[config.mk]
export PLATFORM = sky130hd
export DESIGN_NAME = serializador_bits
export DESIGN_NICKNAME = d
export VERILOG_FILES = /design/src/rtl/serializador_bits_pkg.sv /design/src/rtl/serializador_bits.sv
export SDC_FILE = /design/constraint.sdc
export NUM_CORES = 1
export LEC_CHECK = 0
export ABC_CLOCK_PERIOD_IN_PS = 2100
export BUFFER_PORTS_ARGS = -buffer_cell sky130_fd_sc_hd__buf_2
export CORE_ASPECT_RATIO = 1.75
export CORE_MARGIN = 3
export CORE_UTILIZATION = 25
export CTS_CLUSTER_DIAMETER = 200
export CTS_CLUSTER_SIZE = 30
export DETAILED_ROUTE_END_ITERATION = 7
export GPL_TIMING_DRIVEN = 0
export PLACE_DENSITY = 0.44
export SETUP_SLACK_MARGIN = 0.2
export SLEW_MARGIN = 20
export SYNTH_ARGS = -nofsm -noshare
export SYNTH_HDL_FRONTEND = slang
export SYNTH_SLANG_ARGS = --single-unit
[constraint.sdc]
create_clock -name clk -period 2.1 [get_ports clk]
set_input_delay 0.21 -clock clk [delete_from_list [all_inputs] [get_ports clk]]
set_output_delay 0.21 -clock clk [all_outputs]
set_load 0.005 [all_outputs]
[src/rtl/serializador_bits_pkg.sv]
// serializador_bits_pkg: strobe codes and FSM state encoding shared by the bit-strobe link
package serializador_bits_pkg;
  localparam logic [1:0] P_N = 2'b00;
  localparam logic [1:0] P_1 = 2'b10;
  localparam logic [1:0] P_0 = 2'b01;
  typedef enum logic [2:0] {S_IDLE, S_CLR, S_STROBE, S_GAP, S_DONE} estado_t;
endpackage

[src/rtl/serializador_bits.sv]
// serializador_bits: sends an N-bit word MSB first as one-cycle strobe codes on o_a
//   clk, reset (async, active-low); i_dato/i_valid/o_ready accept handshake;
//   o_a strobe code, o_clr accumulator clear, o_busy transfer active, o_done end pulse
module serializador_bits
  import serializador_bits_pkg::*;
#(
  parameter int N   = 8,
  parameter int GAP = 1
) (
  input  logic         clk,
  input  logic         reset,
  input  logic [N-1:0] i_dato,
  input  logic         i_valid,
  output logic         o_ready,
  output logic [1:0]   o_a,
  output logic         o_clr,
  output logic         o_busy,
  output logic         o_done
);
  localparam int BW = $clog2(N + 1);
  localparam int GW = $clog2(GAP + 1);
  if (N < 1 || GAP < 1) begin : g_param_check
    $error("serializador_bits: N and GAP must both be >= 1");
  end
  estado_t       state, state_n;
  logic [N-1:0]  sh;
  logic [BW-1:0] bcnt;
  logic [GW-1:0] gcnt;
  logic [1:0]    a_n, code;
  logic          clr_n, done_n;
  assign code    = sh[N-1] ? P_1 : P_0;
  assign o_ready = state == S_IDLE;
  assign o_busy  = !o_ready;
  // Outputs are computed one cycle early and registered so the edge-sensitive receiver never sees a glitch.
  always_comb begin
    state_n = state;
    a_n     = P_N;
    clr_n   = 1'b0;
    done_n  = 1'b0;
    case (state)
      S_IDLE:   if (i_valid) begin
        state_n = S_CLR;
        clr_n   = 1'b1;
      end
      S_CLR: begin
        state_n = S_STROBE;
        a_n     = code;
      end
      S_STROBE: state_n = S_GAP;
      S_GAP:    if (gcnt == GW'(1)) begin
        state_n = bcnt == '0 ? S_DONE : S_STROBE;
        done_n  = bcnt == '0;
        a_n     = bcnt == '0 ? P_N : code;
      end
      S_DONE:   state_n = S_IDLE;
      default:  state_n = S_IDLE;
    endcase
  end
  always_ff @(posedge clk or negedge reset) begin
    if (!reset) begin
      state  <= S_IDLE;
      o_a    <= P_N;
      o_clr  <= 1'b0;
      o_done <= 1'b0;
      sh     <= '0;
      bcnt   <= '0;
      gcnt   <= '0;
    end else begin
      state  <= state_n;
      o_a    <= a_n;
      o_clr  <= clr_n;
      o_done <= done_n;
      if (state == S_IDLE && i_valid) begin
        sh   <= i_dato;
        bcnt <= BW'(N);
      end else if (state_n == S_STROBE) begin
        sh   <= sh << 1;
        bcnt <= bcnt - 1'b1;
      end
      // Loaded with GAP on the strobe cycle, counts down to 1 on the last idle cycle.
      gcnt <= state == S_STROBE ? GW'(GAP) : state == S_GAP ? gcnt - 1'b1 : gcnt;
    end
  end
endmodule

==> summary.md, run 1 <==
| Metric | Value |
|---|---|
| Pwr dens | 1320 nW/um^2 |
| PortBufs | 16 |
| Post-synthesis cell count | 95 |
| Dpl cells | 157 |
| Clock-pin slew on the worst setup and hold paths | 0.08 ns |
| Routed vias/inst | 4.93 |
| Critical path arrival | 1.92 ns |
| Die Span Y | 88.5 um |
| GRT met2 Usage | 18.8% |
| Asr flop ratio synth | 100% |
| IO Count | 17 |
| Max Freq | 580 MHz |
| Setup Viol. Count Final | 0 |
| Drt pass-1 iters | 3 |
| Initial DRC count | 8 |
| CTS tree | yes |
| Main flop type after synthesis | dfrtp_1 |
| First-pass GRT wire length | 3.77 mm |
| Post-CTS sizing | 0 |
| Hold WC Path Type | primary input to flip-flop |
| Avg WL per Cell | 13.0 um |
| Max-Cap Viols | 0 |
| H-tree levels | 1 |
| RSZ-0062 raised after global routing | no |
| Tcrit/Tclk final | 82.1% |
| Crit path cell chain | inv_1 -> ha_1 -> and4bb_1 -> buf_6 -> or4_4 -> a21oi_2 |
| Worst skew pair latency | 0.26 ns |
| Antenna diode count | 0 |
| Total wire length | 2.10 mm |
| Initial core utilization | 26.3% |
| Slew of the pin with the lowest slew margin | 0.461 ns |
| Gpl congestion | 0.688 |
| Mapped Nets | 107 |
| Post-synth design cell area | 973 sq um |
| Core Footprint | 3700 sq um |
| Final Instance Count excl. Fillers | 162 |
| Worst path max stage delay | 0.51 ns |
| GRT Overall Usage | 10.7% |
| Post-route DRC | 0 |
| Ys Warns | 0 |
| Post-synthesis sequential area ratio | 51.4% |
| CP Buf/Inv Count | 2 |
| Max FO, Critical Path | 8 |
| Top-count cell post-synth | dfrtp_1 |
| Num Clock Sinks | 20 |
| Setup bufs post-CTS | 0 |
| Number of synthesized register bits | 20 |
| Max IR drop VDD | 0.429 mV |
| Die W | 53.2 um |
| Largest net degree at the start of global routing | 21 |
| Relative slew margins | 69.2% |
| Most Used Layer, Global Route | met2 |
| Clock buffer depth | 2 |
| Layout cells sized above 1 | 25.9% |
| HPWL Detailed | 1.53 mm |
| Leak pwr | 0.000542 uW |
| Vias in the first global route | 848 |
| Routed vias | 798 |
| Final ANT Viol Nets | 0 |
| Share of the synthesized area in the top cell type | 51.4% |
| Post-layout min period | 1.72 ns |
| Top cells by count, synth | dfrtp_1 (20), nand2_1 (18), nand4_1 (10), o211ai_1 (6), inv_1 (4) |
| Slowest CP cell | or4_4 |
| Library cells used by synthesis | 31 |
| Startpoint types | flip-flop |
| Grt met1 use | 12.5% |
| Final hold vios | 0 |
| Placement Rows | 29 |
| CTS Buf Count | 3 |
| Area Overhead vs Synth | 22.5% |
| Crit. End Element | flip-flop |
| Post-route setup TNS | 0 ns |
| Critical Path RT | 2.29 ns |
| Syn avg cell area | 10.2 sq um |
| Cell accounting for the most synthesized area | dfrtp_1 |
| Net count, final | 129 |
| Root buf cell | clkbuf_8 |
| Post-synth EDFFs | 0 |
| Gr ovfl total | 0 |
| Initial antenna violation count | 0 |
| Global routing usage on met3 | 1.18% |
| Area contributors post-synth | dfrtp_1 (51%), nand2_1 (6.9%), nand4_1 (6.4%), o211ai_1 (4.6%), buf_6 (2.3%) |
| Outcome | complete, no violations |
| Layout Skew | 0.00695 ns |
| Slew Limit Fails | 0 |
| Kind of critical path | flip-flop to flip-flop |
| Crit-path leading delay family | simple AND/OR/NAND/NOR gates |
| Die ar. | 4710 sq um |
repair_timing:
item,4_1_cts,5_1_grt
hold buffers,1,0
endpoints found under the setup margin,0,0
endpoints found under the hold margin,20,0
flip-flops by register name (all words and copies together), names as in the netlist:
register and cells:
sh 8, bcnt 4, state 3, o_a 2
gcnt 1, o_clr 1, o_done 1
layout by cell type, fill, tap and decap left out, types with 3 or more instances in the layout:
cell and count:
dfrtp_1 20, nand4_1 10, inv_1 4, o211ai_1 6
clkbuf_1 3, nand2_1 18, a21oi_1 3, buf_2 16
clkbuf_8 3
cells by family after synthesis:
logic type	after synthesis	synth area share (%)
AND/OR/NAND/NOR	44	26.3
buffers and inverters	11	6.17
flip-flops	20	51.4
multiplexers	2	2.06
adder cells (fa/ha/maj)	1	1.29
AO/OA/AOI/OAI	17	12.7
worst reg2reg max path, cell delays in order, from the launching register on:
cell and delay [ns]:
dfrtp_1 0.38, inv_1 0.07, ha_1 0.23, and4bb_1 0.22
buf_6 0.14, or4_4 0.51, a21oi_2 0.12
final timing paths:
check / startpoint / endpoint / slack (ns) / cells past startpoint
worst min-delay path: i_dato[0] / sh[0]$_DFFE_PN0P_ / 0.16 / 3
max in group asynchronous: reset / gcnt$_DFFE_PN0P_ / 1.37 / 2
min in group asynchronous: reset / sh[2]$_DFFE_PN0P_ / 0.42 / 2
worst min register to register: sh[7]$_DFFE_PN0P_ / o_a[0]$_DFF_PN0_ / 0.46 / 1
worst max register to register: bcnt[0]$_DFFE_PN0P_ / bcnt[1]$_DFFE_PN0P_ / 0.38 / 6
worst max-delay path: bcnt[0]$_DFFE_PN0P_ / bcnt[1]$_DFFE_PN0P_ / 0.38 / 6
metal layers:
layer	part of all wire, %	vias to the layer above
li1	-	388
met1	40	395
met2	55	11
met3	3.2	4
met4	1.9	0
met5	0	-
power breakdown:
part           internal [uW]  leakage [uW]  switching [uW]
logic                    233      0.000249             335
clock network            255     0.0000357             133
registers                511      0.000257             106
total                    998      0.000542             575
per-stage QoR:
stage	area [sq um]	setup WS (ns)	util [%]	total power (uW)	hold WS [ns]
after floorplan	973	0.487	-	1030	-0.0856
after global placement	1110	0.415	30.0	1190	0.189
after CTS	1190	0.377	32.2	1600	0.152
after global routing	1190	0.277	32.2	1700	0.177
after detailed placement	1110	0.416	30.0	1200	0.196
final	1190	0.375	32.2	1570	0.158
area by class of cell:
type | instances | area [sq um]
fill | 410 | 2510
sequential | 20 | 500
multi-input combinational | 64 | 413
timing repair buffer | 17 | 90.1
tap | 46 | 57.6
clock buffer | 3 | 41.3
buffer | 6 | 41.3
clock inverter | 1 | 30.0
inverter | 5 | 18.8
(Power assumes the default switching activity.)
==> run 2: changes to the inputs <==
Settings changed: ABC_CLOCK_PERIOD_IN_PS 2100 to 1800.
Clock period 2.1 ns to 1.8 ns, I/O delays scaled along.
==> run 2 against run 1 <==
  * Non-clock buffer count rose by 12
  * Combinational power rose by 55%
  * Wire length rose by 14%
  * Maximum frequency rose by 6.5%
  * Design area rose by 9.5%
  * Critical endpoint unchanged
  * Highest routed layer unchanged
==> summary.md, run 2 (same netlist as run 1, synthesis figures left out) <==
| Metric | Value |
|---|---|
| Outcome | complete, no violations |
| Critical path arrival | 1.81 ns (-0.11 ns) |
| Routed vias | 863 (+8.1%) |
| Hold WC Path Type | primary input to flip-flop |
| Power Internal | 1300 uW (+31%) |
| Vias in the first global route | 825 (-2.7%) |
| Die W | 53.2 um (unchanged) |
| Comb power frac | 43.0% (+6.9 points) |
| RSZ-0062 raised after global routing | yes |
| Crit. Startpoint | bcnt[1]$_DFFE_PN0P_ |
| Kind of critical path | flip-flop to flip-flop |
| Root buf cell | clkbuf_8 |
| Max FO, Critical Path | 4 (-4) |
| Leak pwr | 0.000611 uW (+13%) |
| Startpoint types | flip-flop |
| Initial antenna violation count | 0 (unchanged) |
| Max Freq | 617 MHz (+6.5%) |
| IO Count | 17 (unchanged) |
| Relative slew margins | 67.4% (-1.9 points) |
| Biggest regs | sh x8, bcnt x4, state x3 |
| Tcrit/Tclk final | 90.0% (+7.9 points) |
| Net Sw Frac | 36.1% (-0.44 points) |
| Area Overhead vs Synth | 34.2% |
| Clock buffer depth | 2 (unchanged) |
| Worst skew pair latency | 0.26 ns (about the same) |
| Max reg flops | 8 (unchanged) |
| Critical Path RT | 1.99 ns (-0.30 ns) |
| Final hold vios | 0 (unchanged) |
| First-pass GRT wire length | 3.69 mm (-2.2%) |
| Top reg by flops | sh |
| Dpl cells | 157 (unchanged) |
| Final Instance Count excl. Fillers | 174 (+7.4%) |
| Worst r2r dst | bcnt[1]$_DFFE_PN0P_ |
| Setup Viol. Count Final | 0 (unchanged) |
| Die ar. | 4710 sq um (unchanged) |
| Antenna diode count | 0 (unchanged) |
| Clock-pin slew on the worst setup and hold paths | 0.08 ns (about the same) |
| Post-layout min period | 1.62 ns (-0.105 ns) |
| Largest net degree at the start of global routing | 21 (unchanged) |
| Avg WL per Cell | 13.7 um (+6.0%) |
| CTS Buf Count | 3 (unchanged) |
| Fillers | 403 (-1.7%) |
| Crit. End Element | flip-flop |
| Slew of the pin with the lowest slew margin | 0.489 ns (+0.0287 ns) |
| Commonest non-fill, non-tap cells in the layout | dfrtp_1 (19), nand2_1 (18), buf_2 (16) |
| Initial core utilization | 26.3% (unchanged) |
| Initial DRC count | 39 (+31) |
| Routed vias/inst | 4.96 (+0.69%) |
| Post-route setup TNS | 0 ns (unchanged) |
| Gpl congestion | 0.674 (-2.0%) |
| Slew Limit Fails | 0 (unchanged) |
| Drt pass-1 iters | 4 (+1) |
| Final ANT Viol Nets | 0 (unchanged) |
| Gr ovfl total | 0 (unchanged) |
| Leading cell type in the layout, fill and taps excluded | dfrtp_1 |
| Layout cells sized above 1 | 36.7% (+11 points) |
| Total wire length | 2.39 mm (+14%) |
| Die Span Y | 88.5 um (unchanged) |
| Layout Skew | 0.00273 ns (-0.00422 ns) |
| Pwr dens | 1560 nW/um^2 (+18%) |
| Reg-to-reg startpoint | bcnt[1]$_DFFE_PN0P_ |
| Num Clock Sinks | 20 (unchanged) |
| Max-Cap Viols | 0 (unchanged) |
| HPWL Detailed | 1.52 mm (-0.88%) |
| Flop2flop setup slack | 0.18 ns (-0.20 ns) |
| PortBufs | 16 (unchanged) |
| Final Util | 35.3% (+3.1 points) |
| Placement Rows | 29 (unchanged) |
| H-tree levels | 1 (unchanged) |
| Max IR drop VDD | 0.645 mV (+50%) |
| Total net switching power | 737 uW (+28%) |
| Crit path capture | bcnt[1]$_DFFE_PN0P_ |
| Net count, final | 141 (+9.3%) |
| GRT Overall Usage | 10.8% (+0.079 points) |
| CTS tree | yes |
| Post-route DRC | 0 (unchanged) |
| Seq pwr share | 34.8% (-4.5 points) |
| Reg2reg path depth | 6 (unchanged) |
| Core Footprint | 3700 sq um (unchanged) |
| Clock power frac | 22.1% (-2.5 points) |
run 2: cell count changes in the layout (fill, tap and decap cells not counted):
cell | before | now
dfrtp_1 | 20 | 19
clkbuf_1 | 3 | 1
clkbuf_2 | 0 | 3
buf_6 | 2 | 4
inv_1 | 4 | 3
ha_1 | 1 | 0
dfrtp_2 | 0 | 1
ha_4 | 0 | 1
inv_4 | 0 | 1
buf_4 | 1 | 10
run 2: worst min-delay path by stage:
stage,slack [ns],to,depth (start not counted),start
detailed placement,0.17,sh[3]$_DFFE_PN0P_,1,reset
global placement,0.16,sh[3]$_DFFE_PN0P_,1,reset
finish,0.13,sh[6]$_DFFE_PN0P_,3,i_dato[6]
floorplan,-0.12,bcnt[0]$_DFFE_PN0P_,0,reset
global route,0.15,sh[0]$_DFFE_PN0P_,3,i_dato[0]
CTS,0.13,sh[6]$_DFFE_PN0P_,3,i_dato[6]
run 2: power by group through the flow:
stage / logic (uW) / registers [uW] / clock network, uW
finish: 879 / 712 / 451
global route: 978 / 736 / 483
CTS: 785 / 713 / 468
detailed placement: 673 / 728 / 0
global placement: 668 / 725 / 0
floorplan: 499 / 700 / 0
run 2: what timing repair did:
action,in CTS,in global routing
gates resized for setup,2,10
setup endpoints to repair,10,12
setup buffers,7,4
gates cloned,0,1
endpoints found under the hold margin,20,0
hold buffers,1,0
pin swaps,2,2
run 2: cell type report:
class | instances | area, sq um | share of cell area, %
buffer | 6 | 47.5 | 3.64
clock buffer | 3 | 41.3 | 3.16
clock inverter | 1 | 30.0 | 2.30
inverter | 5 | 21.3 | 1.63
multi-input combinational | 64 | 425 | 32.6
sequential | 20 | 502 | 38.4
tap | 46 | 57.6 | 4.41
timing repair buffer | 29 | 181 | 13.9
run 2: critical path, cell delays in order, from the launching register on:
cell and delay [ns]:
dfrtp_1 0.36, inv_1 0.08, ha_4 0.17, and4bb_1 0.20, buf_6 0.13, or4_4 0.50, a21oi_2 0.12
run 2: stage by stage:
stage               setup WS, ns  hold WS (ns)  total power (uW)  area, sq um
floorplan                  0.216        -0.116              1200          976
global placement           0.149         0.161              1390         1110
detailed placement         0.146         0.167              1400         1110
CTS                        0.174         0.131              1970         1250
global route               0.127         0.150              2200         1310
finish                     0.180         0.132              2040         1310
run 2: metal layers:
| metal | GRT usage, % | up-vias | part of all wire (%) |
|---|---|---|---|
| li1 | - | 411 | - |
| met1 | 13.1 | 423 | 41 |
| met2 | 17.9 | 21 | 53 |
| met3 | 1.01 | 8 | 2.9 |
| met4 | 6.98 | 0 | 2.7 |
| met5 | 0 | - | 0 |
